### config.mk
export PLATFORM = sky130hd
export DESIGN_NAME = pump_pwm_driver_flat
export DESIGN_NICKNAME = d
export VERILOG_FILES = /design/src/rtl/viscosity_pkg.sv /design/src/rtl/pump_pwm_driver_if.sv /design/src/rtl/pump_pwm_driver_slew_limiter.sv /design/src/rtl/pump_pwm_driver.sv /design/src/flat_wrapper.sv
export SDC_FILE = /design/constraint.sdc
export NUM_CORES = 1
export LEC_CHECK = 0
export BUFFER_PORTS_ARGS = -buffer_cell sky130_fd_sc_hd__buf_4
export CAP_MARGIN = 30
export CORE_MARGIN = 4
export CORE_UTILIZATION = 60
export CTS_CLUSTER_DIAMETER = 60
export DETAILED_ROUTE_END_ITERATION = 12
export GPL_TIMING_DRIVEN = 1
export PLACE_DENSITY_LB_ADDON = 0.08
export SLEW_MARGIN = 20
export SYNTH_ARGS = -nofsm -noshare
export SYNTH_HDL_FRONTEND = slang
export SYNTH_SLANG_ARGS = --single-unit
### constraint.sdc
create_clock -name clk -period 10.1 [get_ports clk]
set_input_delay 1.01 -clock clk [delete_from_list [all_inputs] [get_ports clk]]
set_output_delay 1.01 -clock clk [all_outputs]
set_load 0.03 [all_outputs]
### src/rtl/viscosity_pkg.sv
// Shared definitions for the viscosity control path.
// The command width is shared with the sensor DSP stage.
package viscosity_pkg;
  localparam int CTRL_W = 16;

  typedef enum logic [1:0] {
    IDLE     = 2'd0,
    ACTIVE   = 2'd1,
    STOPPING = 2'd2,
    FAULT    = 2'd3
  } pump_state_e;
endpackage

### src/rtl/pump_pwm_driver_if.sv
// Command/status bundle between the control path and the pump PWM driver.
interface pump_pwm_driver_if;
  logic                              en;
  logic [viscosity_pkg::CTRL_W-1:0]  pump_ctrl;
  logic                              fault;
  logic                              clr_fault;
  logic                              pwm_out;
  logic [viscosity_pkg::CTRL_W-1:0]  duty_cur;
  logic                              period_tick;
  logic [1:0]                        state;

  modport master (output en, pump_ctrl, fault, clr_fault,
                  input  pwm_out, duty_cur, period_tick, state);
  modport slave  (input  en, pump_ctrl, fault, clr_fault,
                  output pwm_out, duty_cur, period_tick, state);
endinterface

### src/rtl/pump_pwm_driver_slew_limiter.sv
// Moves the current duty toward the target by at most one step.
// One extra bit of headroom keeps the result from wrapping past 0 or full scale.
module slew_limiter
  import viscosity_pkg::*;
#(
  parameter int W = CTRL_W
) (
  input  logic [W-1:0] cur,
  input  logic [W-1:0] tgt,
  input  logic [W-1:0] step,
  output logic [W-1:0] nxt
);
  logic [W:0] up_gap, dn_gap, up_val, dn_val;

  always_comb begin
    up_gap = {1'b0, tgt} - {1'b0, cur};
    dn_gap = {1'b0, cur} - {1'b0, tgt};
    up_val = {1'b0, cur} + {1'b0, step};
    dn_val = {1'b0, cur} - {1'b0, step};
    nxt    = cur;
    if (tgt >= cur)
      nxt = (up_gap <= {1'b0, step}) ? tgt : (up_val[W] ? {W{1'b1}} : up_val[W-1:0]);
    else
      nxt = (dn_gap <= {1'b0, step}) ? tgt : (dn_val[W] ? {W{1'b0}} : dn_val[W-1:0]);
  end
endmodule

### src/rtl/pump_pwm_driver.sv
// Fixed-frequency PWM drive for the pump power stage with per-period slew
// limiting, enable-driven ramp-down and latched fault shutdown.
module pump_pwm_driver
  import viscosity_pkg::*;
#(
  parameter int PERIOD    = 1000,
  parameter int SLEW_STEP = 16'h0100
) (
  input  logic               clk,
  input  logic               rst,
  pump_pwm_driver_if.slave   bus
);
  localparam logic [CTRL_W-1:0] LAST = CTRL_W'(PERIOD - 1);
  localparam logic [CTRL_W-1:0] STEP = CTRL_W'(SLEW_STEP);

  pump_state_e       st;
  logic [CTRL_W-1:0] cnt, thr, duty, duty_nxt, target, thr_nxt;
  logic              pwm, running, tick;

  assign running = (st == ACTIVE) || (st == STOPPING);
  assign tick    = running && (cnt == LAST);
  assign target  = (st == ACTIVE) ? bus.pump_ctrl : '0;

  slew_limiter #(.W(CTRL_W)) u_slew (
    .cur  (duty),
    .tgt  (target),
    .step (STEP),
    .nxt  (duty_nxt)
  );

  // Threshold tracks the duty it is registered with; full scale yields PERIOD-1.
  assign thr_nxt = CTRL_W'((32'(duty_nxt) * 32'(PERIOD)) >> 16);

  always_ff @(posedge clk or posedge rst) begin
    if (rst) begin
      st   <= IDLE;
      cnt  <= '0;
      duty <= '0;
      thr  <= '0;
      pwm  <= 1'b0;
    end else if (bus.fault) begin
      st   <= FAULT;
      cnt  <= '0;
      duty <= '0;
      thr  <= '0;
      pwm  <= 1'b0;
    end else begin
      pwm <= running && (cnt < thr);
      cnt <= (running && !tick) ? cnt + 1'b1 : '0;
      if (tick) begin
        duty <= duty_nxt;
        thr  <= thr_nxt;
      end
      case (st)
        IDLE: begin
          duty <= '0;
          thr  <= '0;
          if (bus.en) st <= ACTIVE;
        end
        ACTIVE:
          if (!bus.en) st <= STOPPING;
        STOPPING:
          if (bus.en)                        st <= ACTIVE;
          else if (tick && duty_nxt == '0)   st <= IDLE;
        FAULT: begin
          duty <= '0;
          thr  <= '0;
          if (bus.clr_fault) st <= IDLE;
        end
        default: st <= IDLE;
      endcase
    end
  end

  assign bus.pwm_out     = pwm;
  assign bus.duty_cur    = duty;
  assign bus.period_tick = tick;
  assign bus.state       = st;
endmodule

### src/flat_wrapper.sv
// flat-port wrapper written by rule: the top's interface ports become plain ports
module pump_pwm_driver_flat import viscosity_pkg::*;
#(
  parameter int PERIOD    = 1000,
  parameter int SLEW_STEP = 16'h0100
)
  (clk, rst, bus_en, bus_pump_ctrl, bus_fault, bus_clr_fault, bus_pwm_out, bus_duty_cur, bus_period_tick, bus_state);
  pump_pwm_driver_if bus_i ();
  input  logic clk;
  input  logic rst;
  input wire logic [$bits(bus_i.en)-1:0] bus_en;
  input wire logic [$bits(bus_i.pump_ctrl)-1:0] bus_pump_ctrl;
  input wire logic [$bits(bus_i.fault)-1:0] bus_fault;
  input wire logic [$bits(bus_i.clr_fault)-1:0] bus_clr_fault;
  output wire logic [$bits(bus_i.pwm_out)-1:0] bus_pwm_out;
  output wire logic [$bits(bus_i.duty_cur)-1:0] bus_duty_cur;
  output wire logic [$bits(bus_i.period_tick)-1:0] bus_period_tick;
  output wire logic [$bits(bus_i.state)-1:0] bus_state;
  assign bus_i.en = bus_en;
  assign bus_i.pump_ctrl = bus_pump_ctrl;
  assign bus_i.fault = bus_fault;
  assign bus_i.clr_fault = bus_clr_fault;
  assign bus_pwm_out = bus_i.pwm_out;
  assign bus_duty_cur = bus_i.duty_cur;
  assign bus_period_tick = bus_i.period_tick;
  assign bus_state = bus_i.state;
  pump_pwm_driver #(.PERIOD(PERIOD), .SLEW_STEP(SLEW_STEP)) u_core (.clk(clk), .rst(rst), .bus(bus_i));
endmodule
# Word-level counts from Yosys, hierarchy flattened
# Index checks and enable logic that the tools add are counted.
dict set report word_totals {
  output_inout_bits 20
  regBits 51
  word_cells 56
  inputBits 21
}
dict set report classes {
  magnitude_cmp 4
  n_mul 1
  add_sub_neg 5
  mux 22
  n_reduce_logical 11
  n_eq_ne 8
}
# cell n
set op_table {}
lappend op_table {{16-bit two-way mux} 14}
lappend op_table {{17-bit by 9-bit <= comparator with 1-bit output (second input constant)} 2}
lappend op_table {{16-bit by 16-bit subtractor with 17-bit output} 2}
lappend op_table {{16-bit by 7-bit multiplier with 23-bit output (second input constant)} 1}
lappend op_table {{16-bit by 9-bit adder with 17-bit output (second input constant)} 1}
lappend op_table {{16-bit by 9-bit subtractor with 17-bit output (second input constant)} 1}
lappend op_table {{16-bit by 1-bit adder with 16-bit output (second input constant)} 1}
lappend op_table {{16-bit by 10-bit == test with 1-bit output (second input constant)} 1}
lappend op_table {{16-bit greater-or-equal comparator} 1}
lappend op_table {{16-bit logical NOT} 1}
lappend op_table {{16-bit less-than comparator} 1}
lappend op_table {{2-bit two-way mux} 6}
lappend op_table {{3-bit != test (second input constant)} 3}
lappend op_table {{2-bit case mux with 4 select lines} 1}
lappend op_table {{2-bit == test (second input constant)} 2}
lappend op_table {{1-bit logical AND} 4}
lappend op_table {{4-bit != test (second input constant)} 1}
lappend op_table {{4-bit AND reduction} 1}
lappend op_table {{3-bit nonzero test} 1}
lappend op_table {{2-bit by 1-bit == test with 1-bit output (second input constant)} 1}
lappend op_table {{2-bit logical NOT} 1}
lappend op_table {{2-bit OR reduction} 1}
lappend op_table {{1-bit logical NOT} 1}
lappend op_table {{1-bit logical OR} 1}
lappend op_table {{1-bit two-way mux} 1}

# Logic depth before layout (Yosys ltp)
# Gate-level depths: netlist of run 1.
dict set report depth {
  ltp_word 12
  mapped_depth 41
  ltp_nobuf 36
}

# By module
# Synthesis of run 1 repeated with hierarchy kept, for this count alone.
dict set report unflattened {
  hier_cells 1140
  hier_area_um2 9380.2
}
# mod cells_per_inst area_each_um2 n_inst seq_area_each_um2
set modules_own_cells {}
lappend modules_own_cells {pump_pwm_driver 555 5067.4 1 1126.1}
lappend modules_own_cells {slew_limiter 585 4312.9 1 0.0}

# Least setup slack after synthesis of run 1
# Ideal clock, no wire load.
dict set report synth_timing {
  path_type {flip-flop to flip-flop}
  from {register u_core.st[1] (netlist: u_core.bus.state[1])}
  to {register u_core.thr[7]}
  t_arrival_ns 8.155
  path_buffers 7
  setup_ns 0.122
  period_less_slack_ns 8.277
  slack_ns 1.823
  stages_incl_launch_ff 39
  required_ns 9.978
  path_cell_list {dfrtp_1 inv_1 ha_1 buf_2 clkbuf_1 nand2_1 inv_1 ha_1 buf_6 a21o_1 a221oi_4 a21oi_1 a311o_1 nor4_1 nand4b_2 or3_1 buf_6 buf_2 [... 3 more ...] a21oi_1 ha_1 inv_1 fa_1 inv_1 fa_1 inv_1 fa_1 inv_1 ha_1 clkbuf_1 nand4_1 or3_1 nor3_1 nand3_2 a21boi_1 mux2i_1 nand2_1}
}
dict set report synth_via {
  elab_chain_cells 10
  word_cells_on_any_way 21
}
# item line_no
set synth_lines {}
lappend synth_lines {{start, declared} pump_pwm_driver.sv:16} ;# pump_state_e st;
lappend synth_lines {{start signal, assigned} pump_pwm_driver.sv:36} ;# st <= IDLE;
lappend synth_lines {{start signal, assigned} pump_pwm_driver.sv:42} ;# st <= FAULT;
lappend synth_lines {{start signal, assigned} pump_pwm_driver.sv:58} ;# if (bus.en) st <= ACTIVE;
lappend synth_lines {{2-bit by 1-bit == test with 1-bit output} {pump_pwm_driver.sv:20, pump_pwm_driver.sv:22}}
lappend synth_lines {{16-bit two-way mux} pump_pwm_driver.sv:22} ;# assign target = (st == ACTIVE) ? bus.pump_ctrl : '0;
lappend synth_lines {{16-bit by 16-bit subtractor with 17-bit output (on tied branches)} {pump_pwm_driver_slew_limiter.sv:17, pump_pwm_driver_slew_limiter.sv:16}}
lappend synth_lines {{17-bit by 9-bit <= comparator with 1-bit output (on tied branches)} {pump_pwm_driver_slew_limiter.sv:24, pump_pwm_driver_slew_limiter.sv:22}}
lappend synth_lines {{16-bit two-way mux (on tied branches)} {pump_pwm_driver_slew_limiter.sv:24, pump_pwm_driver_slew_limiter.sv:22}}
lappend synth_lines {{16-bit two-way mux} pump_pwm_driver_slew_limiter.sv:21} ;# if (tgt >= cur)
lappend synth_lines {{16-bit by 7-bit multiplier with 23-bit output} pump_pwm_driver.sv:32} ;# assign thr_nxt = CTRL_W'((32'(duty_nxt) * 32'(PERIOD)) >> 16);
lappend synth_lines {{16-bit two-way mux} pump_pwm_driver.sv:50} ;# if (tick) begin
lappend synth_lines {{16-bit two-way mux} pump_pwm_driver.sv:54} ;# case (st)
lappend synth_lines {{16-bit two-way mux} pump_pwm_driver.sv:41} ;# end else if (bus.fault) begin
lappend synth_lines {{end signal, assigned} pump_pwm_driver.sv:52} ;# thr <= thr_nxt;
lappend synth_lines {{end, declared} pump_pwm_driver.sv:17} ;# logic [CTRL_W-1:0] cnt, thr, duty, duty_nxt, target, thr_nxt;
# Parallel ways exist; a longest one is shown, timed or not. The select of a mux whose other input is x is not followed.
# A chain may end at the register's enable or synchronous reset.

# Worst setup path after layout of run 1
dict set report layout_timing {
  from {register u_core.st[1] (netlist: u_core.bus.state[1])}
  to {register u_core.thr[8]}
}
# The elaborated chain is that of the path after synthesis.

==> flow_metrics.env, run 1 <==
export IMPL_crit_path_top_delay_cell="ha_1"
export IMPL_seqPwrFrac_pct=11.2
export IMPL_antenna_found_initial=0
export IMPL_drcViolationCount=0
export IMPL_period_minus_slack_ps=9330
export IMPL_start_util_pct=62.1
export IMPL_slew_headroom_pct=41.7
export IMPL_power_density_nw_per_um2=197
export IMPL_ys_seq_area_share_pct=14.2
export IMPL_synth_area_um2=7930
export IMPL_r2r_setup_slack_ps=770
export IMPL_cts_sinks=45
export IMPL_reg2reg_from="u_core.bus.state[1]$_DFFE_PP0P_"
export IMPL_synth_top_family_by_area="adder cells"
export IMPL_routed_wl_um=20300
export IMPL_internal_power_mw=0.780
export IMPL_diodes=0
export IMPL_grt_pass1_vias=7047
export IMPL_synthMuxAreaShare_pct=2.13
export IMPL_cts_buffers=5
export IMPL_ys_seq_elements=45
export IMPL_core_area_um2=12800
export IMPL_cpMostUsedCell="inv_1"
export IMPL_cts_hold_buffers_added=0
export IMPL_nets=1193
export IMPL_synth_edf_count=0
export IMPL_reg2reg_depth=32
export IMPL_total_power_mw=1.68
export IMPL_max_cap_viol_count=0
export IMPL_crit_path_max_fanout=30
export IMPL_synth_area_leaders="ha_1, dfrtp_1, fa_1"
export IMPL_switchingPower_mw=0.895
export IMPL_clockPowerShare_pct=10.5
export IMPL_port_buffers=40
export IMPL_timing_fmax_mhz=107
export IMPL_r2r_end="u_core.thr[8]$_DFFE_PP0P_"
export IMPL_syn_inst=995
export IMPL_finalSetupViolCount=0
export IMPL_clock_tree_buffer_depth=2
export IMPL_fin_area_um2=8500
export IMPL_syn_nets=1173
export IMPL_cts_tree="yes"
export IMPL_antenna_left=0
export IMPL_synthDistinctLibCells=82
export IMPL_cp_end_kind="register"
export IMPL_ios=41
export IMPL_combPwrFrac_pct=78.3
export IMPL_synth_simple_area_share_pct=20.1
export IMPL_synth_area_per_cell_um2=7.97
export IMPL_endpoint="u_core.thr[8]$_DFFE_PP0P_"
export IMPL_dr_pass1_iters=5
export IMPL_yosys_area_top_type="ha_1"
export IMPL_post_cts_resized=0
export IMPL_cp_arrival_ps=9480
export IMPL_pre_cts_slack_ps=788
export IMPL_synthAdderAreaFrac_pct=29.4
export IMPL_path_clk_slew_ps=70
export IMPL_grt_start_max_net_pins=33
export IMPL_worst_slack_ps=767
export IMPL_grt_overflow_total=0
export IMPL_clock_skew_ps=7.45
export IMPL_critPathLaunch="u_core.bus.state[1]$_DFFE_PP0P_"
export IMPL_ys_flop_type="dfrtp_1"
export IMPL_grt_use_total_pct=28.3
export IMPL_final_util_pct=66.6
export IMPL_worstMarginPinSlew_ps=874
export IMPL_clock_latency_ps=300
export IMPL_route_vias_total=7098
export IMPL_drive_gt1_share_pct=9.25
export IMPL_fin_cells=1188
export IMPL_whs_ps=537
export IMPL_switching_share_pct=53.5
export IMPL_critPathLaunchType="register"
export IMPL_status="finished clean"
export IMPL_syn_to_final_growth_pct=7.21
export IMPL_crit_path_max_incr_delay_ps=660
export IMPL_die_area_um2=15100
export IMPL_synthArstFlopShare_pct=100
export IMPL_synth_top_area_share_pct=17.2
export IMPL_fin_crit_sh_pct=92.4
export IMPL_postCtsSetupRepairBufs=0
export IMPL_cts_root_buf="clkbuf_16"
export IMPL_placed_area_um2=8350
export IMPL_worst_ep_required_time_ps=10250
export IMPL_tns_ps=0
export IMPL_htreeDepth=2
export IMPL_viasPerCell=5.97
export IMPL_post_place_cells=1180
export IMPL_ir_worst_vdd_v=0.000147
export IMPL_p_leak_nw=4.10
export IMPL_die_height_um=123
export IMPL_grt_pass1_wl_um=34300
export IMPL_globalplace_congestion=0.924
export IMPL_rsz0062_at_grt="no"
export IMPL_dpl_hpwl_um=16400
export IMPL_num_rows=41
export IMPL_yosys_warnings=0
export IMPL_routedWlPerCell_um=17.1
export IMPL_die_w_um=123
export IMPL_dr_first_iter_drc_count=530
export IMPL_hp_class="reg -> reg"
export IMPL_synth_compound_area_share_pct=19.9
export IMPL_hold_viol=0
export IMPL_crit_type="reg -> reg"
export IMPL_slew_violations=0
export IMPL_yosys_area_share_xor_xnor_pct=5.41
synth_stat cells (7+ instances only):
library cell  count
nand2b_1          9
a31oi_1          23
inv_1           138
or3_1             8
a21o_1           13
dfrtp_1          45
and2_1            7
ha_1            109
o211ai_1          7
clkbuf_1         18
xnor2_1          30
and3_1           10
nor2_1           83
mux2i_1          12
nor4_1           10
o21ai_0          43
a21oi_1          68
nand4_1           9
nand3_1          26
nor3_1           19
fa_1             48
xor2_1           19
o21a_1            8
a211oi_1         18
nand2_1          89
nor2b_1          11
per-layer routing:
metal	GRT usage [%]	vias to the layer above	wire, um
li1	-	3471	-
met1	37.7	3362	8860
met2	47.2	202	9570
met3	2.52	63	963
met4	12.0	0	874
met5	0	-	0
state kept, by name (all words and copies together), names as in the netlist:
name                 cells
u_core.cnt              16
u_core.bus.state         2
u_core.bus.duty_cur     16
u_core.thr              10
u_core.bus.pwm_out       1
kinds of logic after synthesis:
logic type                 Yosys count
AOI/OAI and AO/OA                  238
xor gates and xnor gates            49
adders and majority gates          158
buffers and inverters              172
DFF                                 45
muxes                               16
and+or+nand+nor                    317
worst max-delay path, delay by kind of cell (launching register included):
kind / cells / cell delay, ps
AOI/OAI and AO/OA: 16 / 3720
xor gates and xnor gates: 1 / 170
adders and majority gates: 7 / 3450
buffers and inverters: 5 / 650
DFF: 1 / 410
and+or+nand+nor: 3 / 780
cell type report:
class / instances / area (um2)
Clock inverter: 3 / 28.8
Timing Repair Buffer: 47 / 373
Tap cell: 172 / 215
Fill cell: 1112 / 4270
Sequential cell: 45 / 1130
Clock buffer: 5 / 125
Inverter: 138 / 518
Multi-Input combinational cell: 778 / 6120
layout by cell type (no fill, tap or decap), types with 4 or more instances in the layout:
cell type    n
o21ai_1      6
xnor2_1     30
o21ai_0     42
a311oi_1     4
nor2b_1     11
dfrtp_1     45
buf_4       45
nor3_1      19
nand2_1     89
nand3b_1     4
a21o_1      13
mux2i_1     12
o21a_1       8
and3_1      10
clkbuf_16    5
and2_1       7
nand3_1     26
o211ai_1     7
a21boi_0     5
nand4_1      9
o31ai_1      4
or3_1        7
ha_1       109
a21oi_1     68
a31oi_1     23
nand2_2      4
nand2b_1     9
inv_1      137
xor2_1      19
a211o_1      5
fa_1        48
nor4_1       8
nor2_1      83
a211oi_1    18
o22ai_1      4
worst min path at each step:
stage	start	to	slack [ps]	cells past startpoint
2_1_floorplan	u_core.thr[7]$_DFFE_PP0P_	u_core.thr[7]$_DFFE_PP0P_	460	2
3_3_place_gp	u_core.thr[0]$_DFFE_PP0P_	u_core.thr[0]$_DFFE_PP0P_	500	2
3_5_place_dp	u_core.cnt[0]$_DFF_PP0_	u_core.cnt[0]$_DFF_PP0_	520	1
4_1_cts	u_core.cnt[0]$_DFF_PP0_	u_core.cnt[0]$_DFF_PP0_	530	1
5_1_grt	u_core.cnt[15]$_DFF_PP0_	u_core.cnt[15]$_DFF_PP0_	580	2
6_report	u_core.cnt[0]$_DFF_PP0_	u_core.cnt[0]$_DFF_PP0_	540	1
power by group through the flow:
stage          sequential (mW)  combinational, mW  clock, mW
2_1_floorplan            0.194               1.01          0
3_3_place_gp             0.191               1.28          0
3_5_place_dp             0.191               1.30          0
4_1_cts                  0.188               1.31      0.180
5_1_grt                  0.189               1.49      0.187
6_report                 0.188               1.31      0.175
Power figures use the tool's default switching activity.
==> run 2: changes to the inputs <==
Settings changed: CORE_UTILIZATION 60 to 58.
Clock period 10.1 ns to 7.9 ns, I/O delays scaled along.
==> flow_metrics.env, run 2 (synthesis results as in run 1) <==
export IMPL_status="finished clean"
export IMPL_max_cap_viol_count=0
export IMPL_grt_start_max_net_pins=31
export IMPL_cts_sinks=45
export IMPL_final_common_cell="buf_4"
export IMPL_cp_arrival_ps=7890
export IMPL_globalplace_congestion=0.974
export IMPL_cts_root_buf="clkbuf_16"
export IMPL_htreeDepth=2
export IMPL_antenna_left=0
export IMPL_viasPerCell=5.94
export IMPL_period_minus_slack_ps=7740
export IMPL_crit_path_max_fanout=8
export IMPL_syn_to_final_growth_pct=26.7
export IMPL_hold_viol=0
export IMPL_diodes=0
export IMPL_total_power_mw=2.81
export IMPL_power_density_nw_per_um2=279
export IMPL_cp_end_kind="register"
export IMPL_grt_pass1_wl_um=36600
export IMPL_critPathLaunchType="register"
export IMPL_routed_wl_um=23400
export IMPL_clock_skew_ps=10.2
export IMPL_worstMarginPinSlew_ps=766
export IMPL_rsz0062_at_grt="yes"
export IMPL_drive_gt1_share_pct=26.7
export IMPL_p_leak_nw=4.76
export IMPL_worst_ep_required_time_ps=8050
export IMPL_drcViolationCount=0
export IMPL_final_util_pct=75.6
export IMPL_num_rows=42
export IMPL_fin_cells=1312
export IMPL_grt_overflow_total=0
export IMPL_ir_worst_vdd_v=0.000200
export IMPL_final_cell_mix="buf_4, inv_1, ha_1"
export IMPL_crit_path_max_incr_delay_ps=600
export IMPL_clock_latency_ps=300
export IMPL_fin_crit_sh_pct=98.0
export IMPL_antenna_found_initial=0
export IMPL_routedWlPerCell_um=17.8
export IMPL_crit_path_top_delay_cell="fa_1"
export IMPL_die_w_um=125
export IMPL_dr_first_iter_drc_count=505
export IMPL_ios=41
export IMPL_hp_class="in -> async"
export IMPL_cpMostUsedCell="fa_1"
export IMPL_port_buffers=40
export IMPL_clock_tree_buffer_depth=2
export IMPL_grt_pass1_vias=7748
export IMPL_slew_headroom_pct=48.5
export IMPL_dpl_hpwl_um=17800
export IMPL_slew_violations=0
export IMPL_dr_pass1_iters=5
export IMPL_cts_tree="yes"
export IMPL_crit_type="reg -> reg"
export IMPL_cpLargestDelayFamily="adder cells"
export IMPL_timing_fmax_mhz=129
export IMPL_grt_use_total_pct=27.8
export IMPL_route_vias_total=7797
export IMPL_core_area_um2=13300
export IMPL_post_place_cells=1281
export IMPL_fill_cells=1000
export IMPL_die_area_um2=15600
export IMPL_whs_ps=472
export IMPL_nets=1313
export IMPL_cts_buffers=5
export IMPL_path_clk_slew_ps=70
export IMPL_worst_path_buf_inv=6
export IMPL_cts_hold_buffers_added=0
export IMPL_die_height_um=125
export IMPL_start_util_pct=59.6
export IMPL_finalSetupViolCount=0
-- run 2: cell count changes in the layout (fill, tap and decap cells not counted), moves of 6 or more --
| cell | change |
|---|---|
| buf_4 | +113 |
| a21oi_1 | -13 |
| inv_2 | +13 |
| o21ai_0 | -10 |
| ha_4 | +18 |
| o21ai_2 | +6 |
| inv_1 | -15 |
| a21oi_2 | +13 |
| nand2_1 | -6 |
| ha_1 | -21 |
-- run 2: worst reg2reg max path: cells and delay by family (launching register included) --
family                     cells  cell delay [ps]
buffers and inverters          6              660
adders and majority gates      7             2790
AOI/OAI and AO/OA             14             2160
DFF                            1              430
and+or+nand+nor                6             1380
xor gates and xnor gates       1              180
-- run 2: cell type report --
class                   count  area [um2]  area share (%)
well taps                 176         220            2.19
repair buffers            167        1340            13.3
clock buffers               6         129            1.28
multi-input cells         778        6670            66.4
inverters                 138         523            5.20
clock inverters             2        38.8           0.386
flip-flops and latches     45        1130            11.2
-- run 2: through the flow --
| step | cell area (um2) | setup TNS (ps) | worst slack (ps) |
|---|---|---|---|
| floorplan | 7950 | -8.55 | -8.55 |
| finish | 10100 | 0 | 160 |
| global route | 10100 | -877 | -203 |
| global placement | 9100 | -52.2 | -33.4 |
| detailed placement | 9120 | -274 | -134 |
| CTS | 9320 | -1.15 | -1.15 |
-- run 2: final timing paths --
path	from	end	slack (ps)	depth (start not counted)
max	u_core.bus.state[1]$_DFFE_PP0P_	u_core.thr[8]$_DFFE_PP0P_	160	34
min reg2reg	u_core.thr[0]$_DFFE_PP0P_	u_core.thr[0]$_DFFE_PP0P_	530	2
max in group asynchronous	rst	u_core.thr[4]$_DFFE_PP0P_	6920	3
max reg2reg	u_core.bus.state[1]$_DFFE_PP0P_	u_core.thr[8]$_DFFE_PP0P_	160	34
min	rst	u_core.bus.duty_cur[0]$_DFFE_PP0P_	470	2
min in group clk	u_core.thr[0]$_DFFE_PP0P_	u_core.thr[0]$_DFFE_PP0P_	530	2
-- run 2: power by group --
group | total [mW] | internal (mW) | switching [mW] | leakage (nW)
combinational | 2.32 | 1.07 | 1.25 | 4.06
sequential | 0.240 | 0.235 | 0.00532 | 0.620
clock | 0.248 | 0.150 | 0.0978 | 0.0810
-- run 2: repair_timing --
action	CTS	global route
pin swaps	1	54
gates cloned	0	2
setup endpoints to repair	6	10
setup buffers	0	20
resized for setup	6	108
-- run 2: per-layer routing --
layer / wire length, um / vias up / GRT usage (%)
li1: - / 3711 / -
met1: 9730 / 3758 / 35.5
met2: 11700 / 250 / 48.4
met3: 947 / 78 / 2.73
met4: 958 / 0 / 11.7
met5: 0 / - / 0
==> run 3: changes to the inputs <==
Settings changed: CORE_UTILIZATION 58 to 60.
Clock period 7.9 ns to 8.7 ns, I/O delays scaled along.
==> flow_metrics.env, run 3 (synthesis results as in run 1) <==
export IMPL_max_cap_viol_count=0
export IMPL_timing_fmax_mhz=122
export IMPL_grt_pass1_vias=7203
export IMPL_final_common_cell="inv_1"
export IMPL_worstMarginPinSlew_ps=769
export IMPL_num_rows=41
export IMPL_internal_power_mw=0.969
export IMPL_fin_area_um2=8780
export IMPL_grt_pass1_wl_um=35000
export IMPL_routedWlPerCell_um=17.1
export IMPL_grt_use_met2_pct=50.3
export IMPL_crit_type="reg -> reg"
export IMPL_period_minus_slack_ps=8200
export IMPL_core_area_um2=12800
export IMPL_fin_cells=1217
export IMPL_hp_start="u_core.thr[0]$_DFFE_PP0P_"
export IMPL_whs_ps=511
export IMPL_hold_depth=2
export IMPL_clock_tree_buffer_depth=2
export IMPL_seqPwrFrac_pct=10.8
export IMPL_syn_to_final_growth_pct=10.7
export IMPL_critPathLaunchType="register"
export IMPL_ir_worst_vdd_v=0.000157
export IMPL_final_cell_mix="inv_1, ha_1, nand2_1"
export IMPL_cp_arrival_ps=8350
export IMPL_crit_path_top_delay_cell="fa_1"
export IMPL_busiest_layer="met2"
export IMPL_tns_ps=0
export IMPL_routed_wl_um=20800
export IMPL_start_util_pct=62.1
export IMPL_fin_crit_sh_pct=94.2
export IMPL_die_height_um=123
export IMPL_path_clk_slew_ps=70
export IMPL_switchingPower_mw=1.06
export IMPL_grt_start_max_net_pins=29
export IMPL_reg2reg_depth=32
export IMPL_fill_cells=1087
export IMPL_worst_ep_required_time_ps=8850
export IMPL_port_buffers=40
export IMPL_slew_headroom_pct=48.2
export IMPL_pre_cts_slack_ps=98.2
export IMPL_p_leak_nw=4.25
export IMPL_r2r_setup_slack_ps=500
export IMPL_clock_skew_ps=2.95
export IMPL_die_w_um=123
export IMPL_crit_path_max_fanout=16
export IMPL_dr_first_iter_drc_count=472
export IMPL_drcViolationCount=0
export IMPL_combPwrFrac_pct=79.7
export IMPL_nets=1222
export IMPL_status="finished clean"
export IMPL_hold_viol=0
export IMPL_power_density_nw_per_um2=231
export IMPL_whs_endpoint="u_core.thr[0]$_DFFE_PP0P_"
export IMPL_drive_gt1_share_pct=12.8
export IMPL_cts_buffers=5
export IMPL_grt_overflow_total=0
export IMPL_clock_latency_ps=290
export IMPL_worst_slack_ps=502
export IMPL_r2r_end="u_core.thr[8]$_DFFE_PP0P_"
export IMPL_cts_sinks=45
export IMPL_route_vias_total=7211
export IMPL_cp_end_kind="register"
export IMPL_crit_path_max_incr_delay_ps=530
export IMPL_slew_violations=0
export IMPL_ios=41
export IMPL_grt_use_met3_pct=2.52
export IMPL_dr_pass1_iters=6
export IMPL_hp_class="reg -> reg"
export IMPL_htreeDepth=2
export IMPL_cts_tree="yes"
export IMPL_globalplace_congestion=0.987
export IMPL_finalSetupViolCount=0
export IMPL_clockPowerShare_pct=9.5
export IMPL_reg2reg_from="u_core.bus.state[1]$_DFFE_PP0P_"
export IMPL_antenna_left=0
export IMPL_post_place_cells=1205
export IMPL_rsz0062_at_grt="no"
export IMPL_die_area_um2=15100
export IMPL_met1_usage_pct=37.0
export IMPL_antenna_found_initial=0
export IMPL_cts_root_buf="clkbuf_16"
export IMPL_dpl_hpwl_um=16900
export IMPL_placed_area_um2=8530
export IMPL_diodes=0
export IMPL_switching_share_pct=52.3
export IMPL_grt_use_total_pct=29.0
export IMPL_viasPerCell=5.93
## run 3: power by group through the flow
| stage | registers [mW] | logic (mW) | clock network, mW |
|---|---|---|---|
| 2_1_floorplan | 0.226 | 1.17 | 0 |
| 3_3_place_gp | 0.222 | 1.55 | 0 |
| 3_5_place_dp | 0.222 | 1.57 | 0 |
| 4_1_cts | 0.218 | 1.59 | 0.199 |
| 5_1_grt | 0.219 | 1.83 | 0.208 |
| 6_report | 0.218 | 1.62 | 0.193 |
## run 3: final cells by class
| class | count | area (um2) | area share (%) |
|---|---|---|---|
| multi-input cells | 778 | 6170 | 70.3 |
| flip-flops and latches | 45 | 1130 | 12.8 |
| repair buffers | 76 | 598 | 6.81 |
| inverters | 138 | 518 | 5.90 |
| well taps | 172 | 215 | 2.45 |
| clock buffers | 5 | 125 | 1.43 |
| clock inverters | 3 | 22.5 | 0.257 |
## run 3: worst max-delay path: cells and delay by family (launching register included)
family / cells / cell delay, ps
flip-flops: 1 / 410
adder cells (fa/ha/maj): 7 / 3020
multiplexers: 1 / 270
buffers and inverters: 7 / 810
AO/OA/AOI/OAI: 7 / 1320
XOR/XNOR: 1 / 150
AND/OR/NAND/NOR: 9 / 2040
## run 3: timing repair
item,in CTS,in global routing
setup buffers,0,4
resized for setup,0,20
endpoints found under the setup margin,0,10
hold buffers,0,0
endpoints found under the hold margin,0,0
## run 3: per-layer routing
layer	up-vias	part of all wire (%)	routed length [um]
met5	-	0	0
li1	3524	-	-
met2	225	49	10200
met3	56	4.0	825
met1	3406	43	8950
met4	0	4.0	830
## run 3: how the worst max path moves through the flow
stage,from,endpoint,cells after the start
6_report,u_core.bus.state[1]$_DFFE_PP0P_,u_core.thr[8]$_DFFE_PP0P_,32
5_1_grt,u_core.bus.state[1]$_DFFE_PP0P_,u_core.thr[8]$_DFFE_PP0P_,33
4_1_cts,u_core.bus.state[1]$_DFFE_PP0P_,u_core.thr[7]$_DFFE_PP0P_,33
3_5_place_dp,bus_pump_ctrl[8],u_core.thr[7]$_DFFE_PP0P_,31
3_3_place_gp,bus_pump_ctrl[8],u_core.thr[7]$_DFFE_PP0P_,31
2_1_floorplan,u_core.bus.state[1]$_DFFE_PP0P_,u_core.thr[7]$_DFFE_PP0P_,38
## run 3: stage by stage
stage          power (mW)  util [%]
6_report             2.03      68.7
5_1_grt              2.26      68.7
4_1_cts              2.01      68.0
3_5_place_dp         1.79      66.8
3_3_place_gp         1.77      66.5
2_1_floorplan        1.39         -
